--- config.mk ---
export PLATFORM = sky130hd
export DESIGN_NAME = ws2812_pattern_gen
export DESIGN_NICKNAME = d
export VERILOG_FILES = /design/src/rtl/ws2812_pattern_gen.sv
export SDC_FILE = /design/constraint.sdc
export NUM_CORES = 1
export LEC_CHECK = 0
export CAP_MARGIN = 10
export CORE_ASPECT_RATIO = 1.75
export CORE_MARGIN = 2
export CORE_UTILIZATION = 50
export CTS_CLUSTER_DIAMETER = 150
export DETAILED_ROUTE_END_ITERATION = 8
export PLACE_DENSITY_LB_ADDON = 0.25
export RECOVER_POWER = 25
export SYNTH_ARGS = -nofsm -noshare
export SYNTH_HDL_FRONTEND = slang
export SYNTH_SLANG_ARGS = --single-unit
--- constraint.sdc ---
create_clock -name clk -period 16.9 [get_ports clk]
set_input_delay 1.69 -clock clk [delete_from_list [all_inputs] [get_ports clk]]
set_output_delay 1.69 -clock clk [all_outputs]
set_load 0.05 [all_outputs]
--- src/rtl/ws2812_pattern_gen.sv ---
// Purpose: per-frame animation source (solid/chase/rainbow/off) that streams LED writes to a ws2812 driver.
// Latency: first write 3 cycles after a frame tick, then one write every 2 cycles; frame_done rides the last write.
// Backpressure: none. A frame tick that arrives while a frame is still being written is dropped.
module ws2812_pattern_gen #(
    parameter int NUM_LEDS = 8,
    parameter int CLK_HZ   = 16000000,
    parameter int FRAME_HZ = 50
) (
    input  logic        clk,
    input  logic        reset,
    input  logic [1:0]  mode,
    input  logic [23:0] color,
    input  logic [7:0]  brightness,
    output logic [7:0]  led_num,
    output logic [23:0] rgb_data,
    output logic        write,
    output logic        busy,
    output logic        frame_done
);

    localparam int FRAME_DIV = CLK_HZ / FRAME_HZ;
    localparam int CW        = $clog2(FRAME_DIV);
    localparam int HUE_STEP  = 256 / NUM_LEDS;
    localparam logic [7:0] LAST_IDX = 8'(NUM_LEDS - 1);

    typedef enum logic [1:0] {IDLE, LOAD, CALC, WRITE} state_t;

    state_t        state_q;
    logic [CW-1:0] frame_cnt_q;
    logic          tick;
    logic [7:0]    idx_q;
    logic [1:0]    mode_q;
    logic [23:0]   color_q;
    logic [7:0]    bright_q;
    logic [7:0]    phase_q;
    logic [7:0]    chase_q;
    logic [7:0]    led_q;
    logic [23:0]   rgb_q;
    logic          write_q;
    logic          busy_q;
    logic          done_q;
    logic [23:0]   rgb_d;

    // Channel scale: (ch * (b+1)) >> 8, so b=255 passes through and b=0 blanks.
    function automatic logic [7:0] scale(input logic [7:0] ch, input logic [7:0] b);
        logic [15:0] prod;
        prod = 16'(ch) * (16'(b) + 16'd1);
        return prod[15:8];
    endfunction

    assign tick = (frame_cnt_q == CW'(FRAME_DIV - 1));

    // Free-running frame divider; wraps every FRAME_DIV cycles.
    always_ff @(posedge clk) begin
        if (reset) begin
            frame_cnt_q <= '0;
        end else if (tick) begin
            frame_cnt_q <= '0;
        end else begin
            frame_cnt_q <= frame_cnt_q + CW'(1);
        end
    end

    // Colour of the current index from the frame-latched controls, then brightness-scaled.
    always_comb begin
        logic [15:0] hue_off;
        logic [7:0]  hue;
        logic [7:0]  seg;
        logic [7:0]  tri3;
        logic [23:0] raw;
        hue_off = 16'(idx_q) * 16'(HUE_STEP);
        hue     = phase_q + hue_off[7:0];
        seg     = 8'd0;
        tri3    = 8'd0;
        raw     = 24'h000000;
        case (mode_q)
            2'd0: raw = color_q;
            2'd1: raw = (idx_q == chase_q) ? color_q : 24'h000000;
            2'd2: begin
                if (hue < 8'd85) begin
                    seg  = hue;
                    tri3 = (seg << 1) + seg;
                    raw  = {8'd255 - tri3, tri3, 8'd0};
                end else if (hue < 8'd170) begin
                    seg  = hue - 8'd85;
                    tri3 = (seg << 1) + seg;
                    raw  = {8'd0, 8'd255 - tri3, tri3};
                end else begin
                    seg  = hue - 8'd170;
                    tri3 = (seg << 1) + seg;
                    raw  = {tri3, 8'd0, 8'd255 - tri3};
                end
            end
            default: raw = 24'h000000;
        endcase
        rgb_d = {scale(raw[23:16], bright_q), scale(raw[15:8], bright_q), scale(raw[7:0], bright_q)};
    end

    // Frame sequencer: IDLE -> LOAD -> (CALC -> WRITE) x NUM_LEDS -> IDLE, all outputs registered.
    always_ff @(posedge clk) begin
        if (reset) begin
            state_q  <= IDLE;
            idx_q    <= 8'd0;
            mode_q   <= 2'd0;
            color_q  <= 24'h000000;
            bright_q <= 8'd0;
            phase_q  <= 8'd0;
            chase_q  <= 8'd0;
            led_q    <= 8'd0;
            rgb_q    <= 24'h000000;
            write_q  <= 1'b0;
            busy_q   <= 1'b0;
            done_q   <= 1'b0;
        end else begin
            write_q <= 1'b0;
            done_q  <= 1'b0;
            case (state_q)
                IDLE: begin
                    if (tick) begin
                        state_q <= LOAD;
                        busy_q  <= 1'b1;
                    end
                end
                LOAD: begin
                    mode_q   <= mode;
                    color_q  <= color;
                    bright_q <= brightness;
                    idx_q    <= 8'd0;
                    state_q  <= CALC;
                end
                CALC: begin
                    write_q <= 1'b1;
                    led_q   <= idx_q;
                    rgb_q   <= rgb_d;
                    done_q  <= (idx_q == LAST_IDX);
                    state_q <= WRITE;
                end
                WRITE: begin
                    if (idx_q == LAST_IDX) begin
                        state_q <= IDLE;
                        busy_q  <= 1'b0;
                        phase_q <= phase_q + 8'd1;
                        chase_q <= (chase_q == LAST_IDX) ? 8'd0 : chase_q + 8'd1;
                    end else begin
                        idx_q   <= idx_q + 8'd1;
                        state_q <= CALC;
                    end
                end
                default: state_q <= IDLE;
            endcase
        end
    end

    assign led_num    = led_q;
    assign rgb_data   = rgb_q;
    assign write      = write_q;
    assign busy       = busy_q;
    assign frame_done = done_q;

endmodule

==> results of run 1 <==
==> sequential cells by signal (all words and copies together) (netlist names), 8 cells and up <==
register	count
chase_q	8
frame_cnt_q	19
phase_q	8
bright_q	8
color_q	24
idx_q	8
rgb_data	24
led_num	8
==> cells in the final DEF (no fill, tap or decap), types with 5 or more instances in the layout <==
master,netlist,layout
sky130_fd_sc_hd__a211oi_1,7,7
sky130_fd_sc_hd__a21o_1,10,10
sky130_fd_sc_hd__a21oi_1,90,90
sky130_fd_sc_hd__a22o_1,14,14
sky130_fd_sc_hd__a22oi_1,6,6
sky130_fd_sc_hd__a31oi_1,5,5
sky130_fd_sc_hd__a32oi_1,8,8
sky130_fd_sc_hd__and2_1,14,14
sky130_fd_sc_hd__and3_1,15,15
sky130_fd_sc_hd__buf_4,1,17
sky130_fd_sc_hd__clkbuf_16,0,17
sky130_fd_sc_hd__clkdlybuf4s50_1,0,68
sky130_fd_sc_hd__clkinv_2,0,6
sky130_fd_sc_hd__dfxtp_1,114,114
sky130_fd_sc_hd__fa_1,123,123
sky130_fd_sc_hd__ha_1,131,131
sky130_fd_sc_hd__inv_1,201,201
sky130_fd_sc_hd__nand2_1,202,202
sky130_fd_sc_hd__nand2b_1,23,23
sky130_fd_sc_hd__nand3_1,31,31
sky130_fd_sc_hd__nand4_1,5,5
sky130_fd_sc_hd__nor2_1,184,183
sky130_fd_sc_hd__nor2b_1,17,17
sky130_fd_sc_hd__nor3_1,20,20
sky130_fd_sc_hd__o21a_1,7,7
sky130_fd_sc_hd__o21ai_0,23,23
sky130_fd_sc_hd__o21bai_1,7,7
sky130_fd_sc_hd__or2_2,32,32
sky130_fd_sc_hd__or3_1,6,6
sky130_fd_sc_hd__xnor2_1,68,67
sky130_fd_sc_hd__xor2_1,41,41
==> report_power, final <==
| part | internal [mW] | switching [mW] | total [mW] |
|---|---|---|---|
| combinational | 0.00840 | 0.00777 | 0.0162 |
| sequential | 0.270 | 0.000772 | 0.270 |
| clock | 0.199 | 0.136 | 0.335 |
==> tightest hold or removal path: cells and delay by family, from the launching register on <==
kind / cells / cell delay [ps]
compound gates: 1 / 50
flops: 1 / 300
simple gates: 1 / 50
==> layout make-up <==
cell class | count | area [um^2]
clock inverter | 14 | 118
fill | 2243 | 10500
multi-input combinational | 1147 | 9110
inverter | 203 | 764
sequential | 114 | 2280
tap | 312 | 390
timing repair buffer | 88 | 826
clock buffer | 17 | 425
==> through the flow <==
step | power (mW) | setup WS, ps | util, % | hold slack [ps] | area [um^2]
5_1_grt | 0.636 | 8140 | 57.0 | 483 | 13900
4_1_cts | 0.628 | 8580 | 57.0 | 461 | 13900
6_report | 0.622 | 8540 | 57.0 | 460 | 13900
3_5_place_dp | 0.293 | 8630 | 54.8 | 452 | 13400
3_3_place_gp | 0.292 | 8730 | 54.8 | 441 | 13400
2_1_floorplan | 0.282 | 9830 | - | 430 | 12400
==> per-layer routing <==
metal,share of wire [%],track usage [%]
met4,5.7,16.2
met1,36,30.9
met2,54,52.4
met3,4.3,3.33
met5,0,0
==> cell families after synthesis <==
family | after synthesis
AND/OR/NAND/NOR | 562
buffers and inverters | 261
adder cells (fa/ha/maj) | 254
AO/OA/AOI/OAI | 216
flip-flops | 114
XOR/XNOR | 112
multiplexers | 3
==> final timing paths <==
kind                            start                         to  slack [ps]  cells past startpoint
max           phase_q[0]$_SDFFE_PP0P_  rgb_data[15]$_SDFFE_PP0P_        8540                     25
min          rgb_data[5]$_SDFFE_PP0P_   rgb_data[5]$_SDFFE_PP0P_         460                      2
max reg2reg   phase_q[0]$_SDFFE_PP0P_  rgb_data[15]$_SDFFE_PP0P_        8540                     25
min reg2reg  rgb_data[5]$_SDFFE_PP0P_   rgb_data[5]$_SDFFE_PP0P_         460                      2
==> impl.org, run 1 <==
** STA
- Setup Viol. Count Final :: 0
- Final clock period utilization by the worst path :: 49.5%
- The number of failing hold endpoints at the final stage was 0.
- Number of max-slew violations in the final report :: 71
- For the pin with the worst max-slew slack, the measured transition is 3100 ps.
- Between clock sinks in the finished design, the worst skew comes to 6.39 ps.
- Setup repair after global routing missed its margin :: false
- Worst max-slew margin expressed relative to the limit :: -107%
- Setup TNS after final layout :: 0 ps
- For this run, the top clock speed supported by timing is 120 MHz.
- Subtracting the final worst setup slack from the clock period gives 8360 ps.

** Critical path
- STA puts the critical path data arrival time at 8680 ps.
- CP Capture Type :: flip-flop
- The worst setup path is of the reg -> reg kind.
- The worst setup path is launched from a flip-flop.
- Largest stage delay on the critical path :: 650 ps
- Counting both buffers and inverters, the worst setup path holds a total of 3.
- The kind of cell with the highest combined delay along the critical path is adder cells.
- Worst path most repeated cell :: sky130_fd_sc_hd__fa_1
- Critical path data required time :: 17,230 ps
- Among all stages on the critical path, the largest delay is contributed by sky130_fd_sc_hd__a2111oi_0.
- Critical path peak fanout :: 12

** Synth
- Distinct cells, synth :: 70
- In this run, synthesis inferred 0 flip-flops with an integrated enable.
- Of the synthesized area, sequential elements account for 18.4%.
- Largest area contributor in the synthesized netlist :: sky130_fd_sc_hd__fa_1
- Cell area after synthesis :: 12,400 um^2
- Simple-gate portion of the synthesized area :: 20.2%
- Post-Syn Instances :: 1,522
- Fraction of synthesized area in multiplexers :: 0.243%
- The synthesized design contains 114 register bits.
- Avg Cell Area, Syn :: 8.13 um^2
- Ranked by total cell area, the synthesized netlist is headed by sky130_fd_sc_hd__fa_1 20%, sky130_fd_sc_hd__dfxtp_1 18%, sky130_fd_sc_hd__ha_1 13%.
- The number of nets in the synthesized netlist is 1,812.
- Counting instances in the post-synthesis netlist gives the leading cell types as 202 x sky130_fd_sc_hd__nand2_1, 201 x sky130_fd_sc_hd__inv_1, 184 x sky130_fd_sc_hd__nor2_1.
- Asr flop ratio synth :: 0%
- The synthesized netlist devotes 8.25% of its cell area to XOR and XNOR gates.
- Synthesized-area fraction occupied by ao, oa, aoi and oai cells :: 11.7%
- Largest family of logic cells by synthesized area :: adder cells
- Adder and majority cell fraction of the synthesized area :: 33.1%
- Yosys printed 0 warnings.
- The most common cell in the synthesized netlist is sky130_fd_sc_hd__nand2_1.
- Of the post-synthesis cell area, the dominant cell type holds 19.9%.
- Ys flop type :: sky130_fd_sc_hd__dfxtp_1

** GRT
- The number of antenna violations at the first check in global routing came to 0.
- Pin count of the biggest net entering global routing :: 71
- The via count of the first global-routing pass is 11,100.
- In the global route stage, overall resource usage came out at 28.5%.
- For this run the aggregate overflow at the end of global routing stands at 0.
- First-pass GRT wire length :: 56.6 mm

** Detailed routing
- Using the TritonRoute via totals, the vias-per-cell ratio works out to 5.54.
- Number of detailed-routing iterations run before antenna repair :: 6
- For this block, the via count after detailed routing is 10,500.
- DR DRC count :: 0
- The final layout contains routed wiring with a total length of 34.9 mm.
- Count of nets left with antenna violations after detail routing :: 0
- Wirelength per Cell :: 18.4 um
- Count of routing violations after the opening detailed-route iteration :: 582

** Cells and area
- Share of final-layout standard cells stronger than drive strength 1 :: 6.38%
- Synthesis-to-finish area growth :: 12.5%
- The finished layout holds 1,895 standard cells, fillers aside.
- NumNets Final :: 1,861
- Diodes inserted :: 0

** Clock network
- Number of levels the H-tree was split into :: 4
- The tree is rooted in a sky130_fd_sc_hd__clkbuf_16.
- The clock passes through at most 2 buffers.
- Clock tree synthesis inserted a total of 17 buffers.
- For this design, the sink count on the clock tree is 114.
- Post CTS Setup Buffer Count :: 0
- CTS Hold Buffers Added :: 0
- For the worst-skew pair, the clock arrives at the later sink with an insertion delay of 440 ps.
- Clock slew at the register clock pins of the worst setup and hold paths :: 60 ps
- TritonCTS clock tree :: yes
- The number of gates resized after CTS was 0.

** Run
- Total of max-cap violations :: 1

** Pwr
- Power spread over the standard cell area amounts to 44.7 nW/um^2.
- Peak ir drop on the vdd network :: 0.0664 mV
- In this run the static leakage power is 6.04 nW.

** Placed design
- DP HPWL :: 27.4 mm
- The count of buffers added on input and output ports is 70.
- In this run, placement finished with an instance count of 1,864.
- Routability-driven placement finished with a final weighted congestion of 0.967.

** Run status
- The flow ran to the end, but the final reports show violations.
- The checks that failed: capacitance limit, slew limit.

** Die
- Die Wd :: 123 um
- The core region is 24,400 um^2.
- Y dimension of the die :: 212 um
- The floorplan has 76 rows.
- Total die area :: 26,100 um^2
- In this run the count of I/O pins placed on the die edge is 71.
- Once the floorplan was initialized, standard cells occupied 50.7% of the core.

** Worst hold path
- The path class of the tightest hold or removal check is reg -> reg.
No activity file was read; power rests on OpenSTA's default activity.
==> run 2, diff against run 1 <==
==> constraint.sdc (replaced) <==
create_clock -name clk -period 7.6 [get_ports clk]
set_input_delay 0.76 -clock clk [delete_from_list [all_inputs] [get_ports clk]]
set_output_delay 0.76 -clock clk [all_outputs]
set_load 0.05 [all_outputs]
==> run 2 against run 1 <==
  * The flow still finishes with violations (capacitance limit, slew limit)
  * Via count grew 1.6%
  * Flip-flop and latch count is the same
  * Worst hold slack lost 3.8 ps
  * Design area grew 3.5%
  * Combinational power grew 120%
  * Count of clock-buffer cells in the layout is the same
  * Clock power grew 140%
  * Highest routed layer unchanged
  * Critical path type unchanged
  * Largest power group unchanged
  * Maximum frequency grew 13%
  * Sequential share of layout area shrank 0.53 points
  * Critical endpoint is now rgb_data[23]$_SDFFE_PP0P_
==> impl.org, run 2 (synthesis results as in run 1) <==
** Run status
- The run finished, with violations left.
- Violated checks :: capacitance limit, slew limit

** Detailed routing
- The mean routed wirelength per cell came to 18.0 um (-2.4%).
- Routed WL :: 34.8 mm (-0.24%)
- DR DRC count :: 0 (unchanged)
- The average vias per placed instance was 5.51 (-0.62%).
- Number of detailed-routing iterations run before antenna repair :: 6 (unchanged)
- The routed via count is 10,700 (+1.6%).
- Count of nets left with antenna violations after detail routing :: 0 (unchanged)
- Count of routing violations after the opening detailed-route iteration :: 647 (+11%)

** Cells and area
- The share of the core filled with cells in the final layout was 58.9% (+2.0 points).
- The proportion of layout cells with a drive suffix above 1 came to 10.2% (+3.8 points).
- The net count reported at finish was 1,902 (+2.2%).
- Diodes inserted :: 0 (unchanged)
- In the layout the commonest cells are 201 x sky130_fd_sc_hd__inv_1, 201 x sky130_fd_sc_hd__nand2_1, 182 x sky130_fd_sc_hd__nor2_1.
- Compared with the post-synthesis result, the final layout area differs by 16.3%.

** STA
- Number of max-slew violations in the final report :: 38 (-46%)
- The worst slew slack as a fraction of its limit was -24.2% (+83 points).
- The number of failing hold endpoints at the final stage is 0 (unchanged).
- Final clock period utilization by the worst path :: 97.0% (+48 points)
- Setup repair after global routing missed its margin :: true
- Setup Viol. Count Final :: 0 (unchanged)
- The setup TNS came to 0 ps (unchanged).
- Tightest Pin Transition :: 1860 ps (-1240 ps)
- Clk_skew :: 12.0 ps (+5.58 ps)
- Final critical path time including I/O delays and setup :: 7370 ps (-985 ps)
- The fmax came to 136 MHz (+13%).

** Critical path
- In this run the critical register-to-register path is captured at rgb_data[23]$_SDFFE_PP0P_.
- CP Capture Type :: flip-flop
- The logic depth of the worst register-to-register path is 25 (unchanged).
- The worst path required time is 7940 ps (-9290 ps).
- Cell type group with the largest total delay on the critical path :: adder cells
- The data arrival time of the critical path came to 7710 ps (-970 ps).
- Worst Path Class, Setup :: reg -> reg
- Buffers and inverters on the worst path :: 2 (-1)
- CP max-delay cell :: sky130_fd_sc_hd__fa_1
- The reg2reg setup slack was 230 ps (-8310 ps).
- Launching element of the worst setup path :: phase_q[5]$_SDFFE_PP0P_
- The critical-path maximum fanout came to 5 (-7).
- Counting stages on the worst path, the most repeated cell is sky130_fd_sc_hd__fa_1.
- Kind of start point of the critical path :: flip-flop
- The delay of the slowest cell on the worst path was 550 ps (-100 ps).
- In this run the critical register-to-register path is launched from phase_q[5]$_SDFFE_PP0P_.

** Placed design
- The routability congestion estimate is 0.944 (-2.4%).
- The number of port buffers was 70 (unchanged).
- The estimated wirelength of the detail-placed design is 27.4 mm (about the same).

** Die
- The area of the die came to 26,100 um^2 (unchanged).
- The standard-cell row count came to 76 (unchanged).
- The number of top-level pins came to 71 (unchanged).
- The horizontal extent of the die came to 123 um (unchanged).
- Initial Utilization :: 50.7% (unchanged)
- Floorplan core area :: 24,400 um^2 (unchanged)
- The die height was 212 um (unchanged).

** Clock network
- The post-CTS clock slew at the launch and capture registers of the worst setup and hold paths came to 60 ps (about the same).
- Clock latency of the later-clocked register in the worst-skew pair :: 440 ps (about the same)
- Number of levels the H-tree was split into :: 4 (unchanged)
- The number of clock buffers inserted by TritonCTS is 17 (unchanged).
- TritonCTS clock tree :: yes
- TritonCTS sink count :: 114 (unchanged)
- Root Buffer Master :: sky130_fd_sc_hd__clkbuf_16
- The maximum number of buffers from clock root to sink was 2 (unchanged).

** Worst hold path
- The worst hold path begins at rgb_data[0]$_SDFFE_PP0P_.
- Hold Crit Depth :: 2 (unchanged)
- Hold worst-path end :: rgb_data[0]$_SDFFE_PP0P_
- The path class of the tightest hold or removal check is reg -> reg.

** GRT
- The via count of the first global-routing pass is 11,300 (+1.7%).
- The largest net degree at the start of global routing is 84 (+18%).
- The first-pass GRT wire length is 56.9 mm (+0.48%).
- Remaining global-route overflow :: 0 (unchanged)
- The global routing usage summed across all routing layers is 28.5% (about the same).
- Initial antenna violation count :: 0 (unchanged)

** Pwr
- The power per standard cell area is 99.6 nW/um^2 (+120%).
- The static leakage power came to 6.31 nW (+4.5%).
- The peak ir drop on the vdd network is 0.187 mV (+180%).
- The total power after layout is 1.43 mW (+130%).

** Run
- Total of max-cap violations :: 1 (unchanged)
-- run 2: cell count changes in the layout (fill, tap and decap cells not counted), moves of 2 or more --
cell and change:
sky130_fd_sc_hd__xnor2_1 -4, sky130_fd_sc_hd__dfxtp_2 +2, sky130_fd_sc_hd__o21ai_0 -2, sky130_fd_sc_hd__a21oi_1 -4
sky130_fd_sc_hd__inv_6 +3, sky130_fd_sc_hd__o21ai_1 +2, sky130_fd_sc_hd__xnor2_2 +4, sky130_fd_sc_hd__a21oi_2 +3
sky130_fd_sc_hd__buf_4 +41, sky130_fd_sc_hd__dfxtp_1 -2, sky130_fd_sc_hd__clkinv_2 -2
-- run 2: repair_timing --
action	4_1_cts	5_1_grt
endpoints found under the setup margin	0	15
hold endpoints to repair	0	0
resized for setup	0	29
hold buffers	0	0
setup buffers	0	4
-- run 2: per-stage QoR --
stage	hold slack [ps]	worst slack (ps)	cells	instance area (um^2)
after floorplan	430	532	1522	12400
after global placement	444	212	1901	13700
after detailed placement	449	47.9	1901	13700
after CTS	458	41.0	1933	14200
after global routing	476	-67.1	1937	14400
final	456	227	1937	14400
-- run 2: layout make-up --
cell class / instances / area, um^2
tap: 312 / 390
fill: 2177 / 10000
clock inverter: 15 / 155
clock buffer: 17 / 425
inverter: 203 / 764
sequential: 114 / 2280
multi-input combinational: 1147 / 9250
timing repair buffer: 129 / 1130
-- run 2: how the worst max path moves through the flow --
stage / slack [ps] / cells past startpoint / end
CTS: 40 / 27 / rgb_data[22]$_SDFFE_PP0P_
finish: 230 / 25 / rgb_data[23]$_SDFFE_PP0P_
global placement: 210 / 26 / rgb_data[6]$_SDFFE_PP0P_
detailed placement: 50 / 27 / rgb_data[22]$_SDFFE_PP0P_
global route: -70 / 25 / rgb_data[22]$_SDFFE_PP0P_
floorplan: 530 / 28 / rgb_data[23]$_SDFFE_PP0P_
-- run 2: worst min-delay path: stages (launching register included) --
cell and delay [ps]:
sky130_fd_sc_hd__dfxtp_1 310, sky130_fd_sc_hd__nand2_1 50, sky130_fd_sc_hd__a21oi_1 50
-- run 2: power by group --
group / total, mW / switching [mW] / leakage (nW) / internal, mW
clock network: 0.797 / 0.314 / 0.280 / 0.483
registers: 0.601 / 0.00159 / 0.919 / 0.600
logic: 0.0360 / 0.0169 / 5.11 / 0.0190
-- run 2: layer usage --
metal	global-route usage, %	share of wire, %	up-vias
li1	-	-	5069
met1	30.9	37	5201
met2	52.0	53	293
met3	4.32	4.2	110
met4	15.5	5.9	0
met5	0	0	-
